## config.mk

```make
export PLATFORM = sky130hd
export DESIGN_NAME = cache_sel_scheduler
export DESIGN_NICKNAME = d
export VERILOG_FILES = /design/src/rtl/cache_sel_scheduler.sv
export SDC_FILE = /design/constraint.sdc
export NUM_CORES = 1
export LEC_CHECK = 0
export ABC_AREA = 1
export CAP_MARGIN = 20
export CELL_PAD_IN_SITES_DETAIL_PLACEMENT = 1
export CELL_PAD_IN_SITES_GLOBAL_PLACEMENT = 2
export CORE_ASPECT_RATIO = 1.1
export CORE_UTILIZATION = 30
export CTS_CLUSTER_SIZE = 28
export DETAILED_ROUTE_END_ITERATION = 8
export GPL_ROUTABILITY_DRIVEN = 0
export PLACE_DENSITY = 0.82
export SYNTH_ARGS = -nofsm -noshare
export SYNTH_HDL_FRONTEND = slang
export SYNTH_SLANG_ARGS = --single-unit
```

## constraint.sdc

```tcl
create_clock -name clk -period 3.4 [get_ports clk]
set_clock_uncertainty 0.15 [all_clocks]
set_input_delay 1.02 -clock clk [delete_from_list [all_inputs] [get_ports clk]]
set_output_delay 1.02 -clock clk [all_outputs]
set_load 0.01 [all_outputs]
```

## src/rtl/cache_sel_scheduler.sv

```systemverilog
// Round-robin launcher for a four-branch selector: grants one requester, drives the
// selector, then waits for its synchronized fire/done handshake or aborts on timeout.
module cache_sel_scheduler #(
    parameter int SYNC_STAGES = 2,
    parameter int TIMEOUT     = 255
) (
    input  logic       clk,
    input  logic       rstn,
    input  logic [3:0] req,
    output logic [3:0] gnt,
    output logic [3:0] valid_sel,
    output logic       o_drive,
    input  logic       i_fire,
    input  logic       i_done,
    output logic       busy,
    output logic       err,
    output logic [7:0] err_cnt
);

    typedef enum logic [1:0] {IDLE, DRIVE, WAIT_FIRE, WAIT_DONE} state_t;

    localparam logic [7:0] TIMER_LAST = 8'(TIMEOUT - 1);

    state_t                 state_reg, state_next;
    logic [1:0]             ptr_reg, ptr_next;
    logic [7:0]             timer_reg, timer_next;
    logic [7:0]             err_cnt_reg, err_cnt_next;
    logic [3:0]             gnt_reg, gnt_next;
    logic [3:0]             valid_sel_reg, valid_sel_next;
    logic                   o_drive_reg, o_drive_next;
    logic                   err_reg, err_next;
    logic [SYNC_STAGES-1:0] fire_sync_reg, done_sync_reg;
    logic                   fire_prev_reg, done_prev_reg;
    logic                   fire_evt, done_evt;
    logic [3:0]             req_rot;
    logic [1:0]             win_off, win_idx;
    logic [3:0]             win_onehot;

    assign fire_evt = fire_sync_reg[SYNC_STAGES-1] & ~fire_prev_reg;
    assign done_evt = done_sync_reg[SYNC_STAGES-1] & ~done_prev_reg;

    // Rotate requests so bit 0 of req_rot is the requester at ptr.
    for (genvar gi = 0; gi < 4; gi++) begin : g_rot
        assign req_rot[gi] = req[ptr_reg + 2'(gi)];
    end

    always_comb begin
        win_off = 2'd0;
        for (int i = 3; i >= 0; i--) begin
            if (req_rot[i]) win_off = 2'(i);
        end
    end

    assign win_idx    = ptr_reg + win_off;
    assign win_onehot = 4'b0001 << win_idx;

    always_comb begin
        state_next     = state_reg;
        ptr_next       = ptr_reg;
        timer_next     = timer_reg;
        err_cnt_next   = err_cnt_reg;
        gnt_next       = 4'b0000;
        valid_sel_next = valid_sel_reg;
        o_drive_next   = 1'b0;
        err_next       = 1'b0;
        case (state_reg)
            IDLE: begin
                if (req != 4'b0000) begin
                    state_next     = DRIVE;
                    gnt_next       = win_onehot;
                    valid_sel_next = win_onehot;
                    ptr_next       = win_idx + 2'd1;
                end
            end
            DRIVE: begin
                state_next   = WAIT_FIRE;
                timer_next   = 8'd0;
                o_drive_next = 1'b1;
            end
            WAIT_FIRE, WAIT_DONE: begin
                timer_next = timer_reg + 8'd1;
                // Timeout wins over any event arriving in the same cycle.
                if (timer_reg == TIMER_LAST) begin
                    state_next     = IDLE;
                    valid_sel_next = 4'b0000;
                    err_next       = 1'b1;
                    if (err_cnt_reg != 8'hFF) err_cnt_next = err_cnt_reg + 8'd1;
                end else if (state_reg == WAIT_FIRE) begin
                    if (fire_evt && done_evt) begin
                        state_next     = IDLE;
                        valid_sel_next = 4'b0000;
                    end else if (fire_evt) begin
                        state_next = WAIT_DONE;
                    end
                end else if (done_evt) begin
                    state_next     = IDLE;
                    valid_sel_next = 4'b0000;
                end
            end
            default: state_next = IDLE;
        endcase
    end

    always_ff @(posedge clk or negedge rstn) begin
        if (!rstn) begin
            state_reg     <= IDLE;
            ptr_reg       <= 2'd0;
            timer_reg     <= 8'd0;
            err_cnt_reg   <= 8'd0;
            gnt_reg       <= 4'b0000;
            valid_sel_reg <= 4'b0000;
            o_drive_reg   <= 1'b0;
            err_reg       <= 1'b0;
            fire_sync_reg <= '0;
            done_sync_reg <= '0;
            fire_prev_reg <= 1'b0;
            done_prev_reg <= 1'b0;
        end else begin
            state_reg     <= state_next;
            ptr_reg       <= ptr_next;
            timer_reg     <= timer_next;
            err_cnt_reg   <= err_cnt_next;
            gnt_reg       <= gnt_next;
            valid_sel_reg <= valid_sel_next;
            o_drive_reg   <= o_drive_next;
            err_reg       <= err_next;
            fire_sync_reg <= {fire_sync_reg[SYNC_STAGES-2:0], i_fire};
            done_sync_reg <= {done_sync_reg[SYNC_STAGES-2:0], i_done};
            fire_prev_reg <= fire_sync_reg[SYNC_STAGES-1];
            done_prev_reg <= done_sync_reg[SYNC_STAGES-1];
        end
    end

    assign gnt       = gnt_reg;
    assign valid_sel = valid_sel_reg;
    assign o_drive   = o_drive_reg;
    assign busy      = (state_reg != IDLE);
    assign err       = err_reg;
    assign err_cnt   = err_cnt_reg;

endmodule

```

==> results.toml <==
[min_path]
min_path_type = "reg -> reg"

[setup_path]
cp_max_fo = 3
worst_setup_path_end_kind = "flip-flop"
critPathRequiredTime_ns = 3.42
path_class = "in -> reg"
cp-start-kind = "input pin"
cp.arrival_ns = 2.83

[clocking]
cts_hold_buf = 0
clk_latency_ns = 0.28
cts_made_buffers = 5
postCtsSetupRepairBufs = 0
h-tree-depth = 2
cts_resized = 0
cts_tree = "built"
clockBufferDepth = 2
clock-sinks = 36
clk_pin_slew_ns = 0.07
cts-root-buf = "clkbuf_8"

[synth]
synth_xor_xnor_area_share_pct = 2.98
synth_cells = 212
syn-cell-area_um2 = 1760
synthMuxAreaShare_pct = 0
avgSynthCellArea_um2 = 8.32
synth_nets = 224
synthSimpleGateAreaFrac_pct = 30.6
yosysSeqAreaShare_pct = 51.1
synth_top_family_by_area = "simple AND/OR/NAND/NOR gates"
yosys.area_share.adder_pct = 2.84
synth_compound_area_share_pct = 5.25
ys_ff_latch = 36
synth.distinct_cells = 27
synth_warnings = 0

[sta]
worstMarginPinSlew_ns = 0.792
drv_slew = 0
finalHoldViolCount = 0
setup_viol = 0
final.setup.tns_ns = 0
maxSlewHeadroom_pct = 47.2
layout_setup_ws_ns = 0.585
timing.fmax_mhz = 355
fin_crit_sh_pct = 82.8
min_period_ns = 2.81
rsz0062_at_grt = "no"

[die]
fp.coreArea_um2 = 5540
fp.dieW_um = 75.1
die_h_um = 82.4
rows = 28
initial_core_util_pct = 31.9
io_pins = 27
dieArea_um2 = 6190

[finish]
antenna_cells = 0
drive_gt1_share_pct = 9.02
layout_common_cells = "nand2_1 (75), dfrtp_1 (36), inv_1 (25), clkdlybuf4s50_1 (25), nand3_1 (16)"
final_area_um2 = 2250
fillers = 707
multiInputGateArea_um2 = 734
seq_area_um2 = 901
synthToLayoutAreaGrowth_pct = 27.7
final_common_cell = "nand2_1"
nets = 255

[drt]
totalWireLength_um = 3640
ant_nets = 0
wl_per_cell_um = 11.4
drcViolationCount = 0
vias_per_cell = 4.46
vias = 1422
firstDrtPassIters = 3
drtIter0Drc = 27

[run]
drv_cap = 0

[global_routing]
grt_use_total_pct = 13.5
grt.busiest_layer = "met2"
grt_pass1_vias = 1384
grt_use_met1_pct = 17.8
grt_max_degree = 37
grt_use_met2_pct = 22.2
grt-ovfl-total = 0
grt_pass1_wl_um = 6290
grt_use_met3_pct = 3.52
antenna_found_initial = 0

[power_and_ir_drop]
leakagePower_nw = 1.16
max-vdd-ir-drop_v = 0.000353
power-per-cell-area_nw_per_um2 = 756

[place]
place_area_um2 = 2090
hpwlAfterDp_um = 2720
portBuffers = 26
detailedPlace.worstSlack_ns = 0.281

[status]
outcome = "completed"
[path summary, 6_finish.rpt]
path	slack, ns	cells after the start	end	start
setup / recovery	0.59	15	ptr_reg[1]	req[0]
hold / removal	0.20	0	fire_sync_reg[1]	fire_sync_reg[0]
setup reg to reg	1.15	14	ptr_reg[1]	ptr_reg[0]
hold reg to reg	0.20	0	fire_sync_reg[1]	fire_sync_reg[0]
max in group asynchronous	1.93	1	err_cnt[1]	rstn
min in group asynchronous	0.67	1	timer_reg[5]	rstn
[metrics by stage]
step	total power [mW]	std cells	util, %	hold WS [ns]
after floorplan	1.01	212	-	0.181
after global placement	1.20	311	37.8	0.184
after detailed placement	1.20	311	37.8	0.189
after CTS	1.74	319	40.7	0.207
after global routing	1.84	319	40.7	0.208
final	1.70	319	40.7	0.202
[cell families after synthesis]
kind of cell	count (synthesis)
AOI/OAI and AO/OA	18
xor gates and xnor gates	6
adders and majority gates	4
buffers and inverters	30
DFF	36
and+or+nand+nor	118
[synthesized netlist by cell type]
| cell type | n | area, um2 |
|---|---|---|
| nor2_1 | 10 | 37.5 |
| ha_1 | 4 | 50.1 |
| inv_1 | 25 | 93.8 |
| nand4_1 | 4 | 25.0 |
| nor3_2 | 1 | 10.0 |
| nor2_2 | 3 | 18.8 |
| nand4_4 | 1 | 21.3 |
| nand2_4 | 1 | 11.3 |
| nand2_1 | 75 | 282 |
| nand3b_1 | 1 | 7.51 |
| buf_6 | 1 | 11.3 |
| dfrtp_1 | 36 | 901 |
| nand2_2 | 1 | 6.26 |
| inv_4 | 2 | 12.5 |
| inv_2 | 1 | 3.75 |
| o21ai_0 | 11 | 55.1 |
| a21oi_1 | 4 | 20.0 |
| nand3_1 | 16 | 80.1 |
| o21ai_1 | 1 | 5.00 |
| nor4_1 | 1 | 6.26 |
| nor3_1 | 1 | 5.00 |
| nor2_4 | 2 | 22.5 |
| buf_4 | 1 | 7.51 |
| or2_2 | 1 | 6.26 |
| a31oi_1 | 2 | 12.5 |
| xor2_1 | 5 | 43.8 |
| xnor2_1 | 1 | 8.76 |
[metal layers]
metal | routed length (um) | vias to the layer above
met5 | 0 | -
met4 | 31 | 0
met1 | 1760 | 674
met3 | 103 | 4
li1 | - | 725
met2 | 1750 | 19
[power breakdown]
group          internal [mW]  switching [mW]  total (mW)  leakage (nW)
clock network          0.367           0.153       0.520        0.0784
registers              0.512          0.0866       0.599         0.473
logic                  0.228           0.356       0.584         0.605
[critical path, stage by stage]
cell,delay (ns)
clkdlybuf4s50_1,0.49
inv_1,0.08
nand2_1,0.07
nand2_1,0.05
nand2_1,0.06
nand2_1,0.07
a31oi_1,0.13
nor2_1,0.06
ha_1,0.19
xor2_1,0.18
inv_1,0.06
nand3_1,0.11
nand2_1,0.08
nand2_1,0.11
nand3_1,0.07
[layout make-up]
type                            count  share of cell area (%)
Sequential cell                    36                    40.0
Multi-Input combinational cell    146                    32.6
Inverter                           28                    4.89
Tap cell                           75                    4.16
Clock inverter                      3                    4.00
Timing Repair Buffer               26                    11.3
Clock buffer                        5                    3.05
Note: power is estimated with default switching activity, not from simulation.
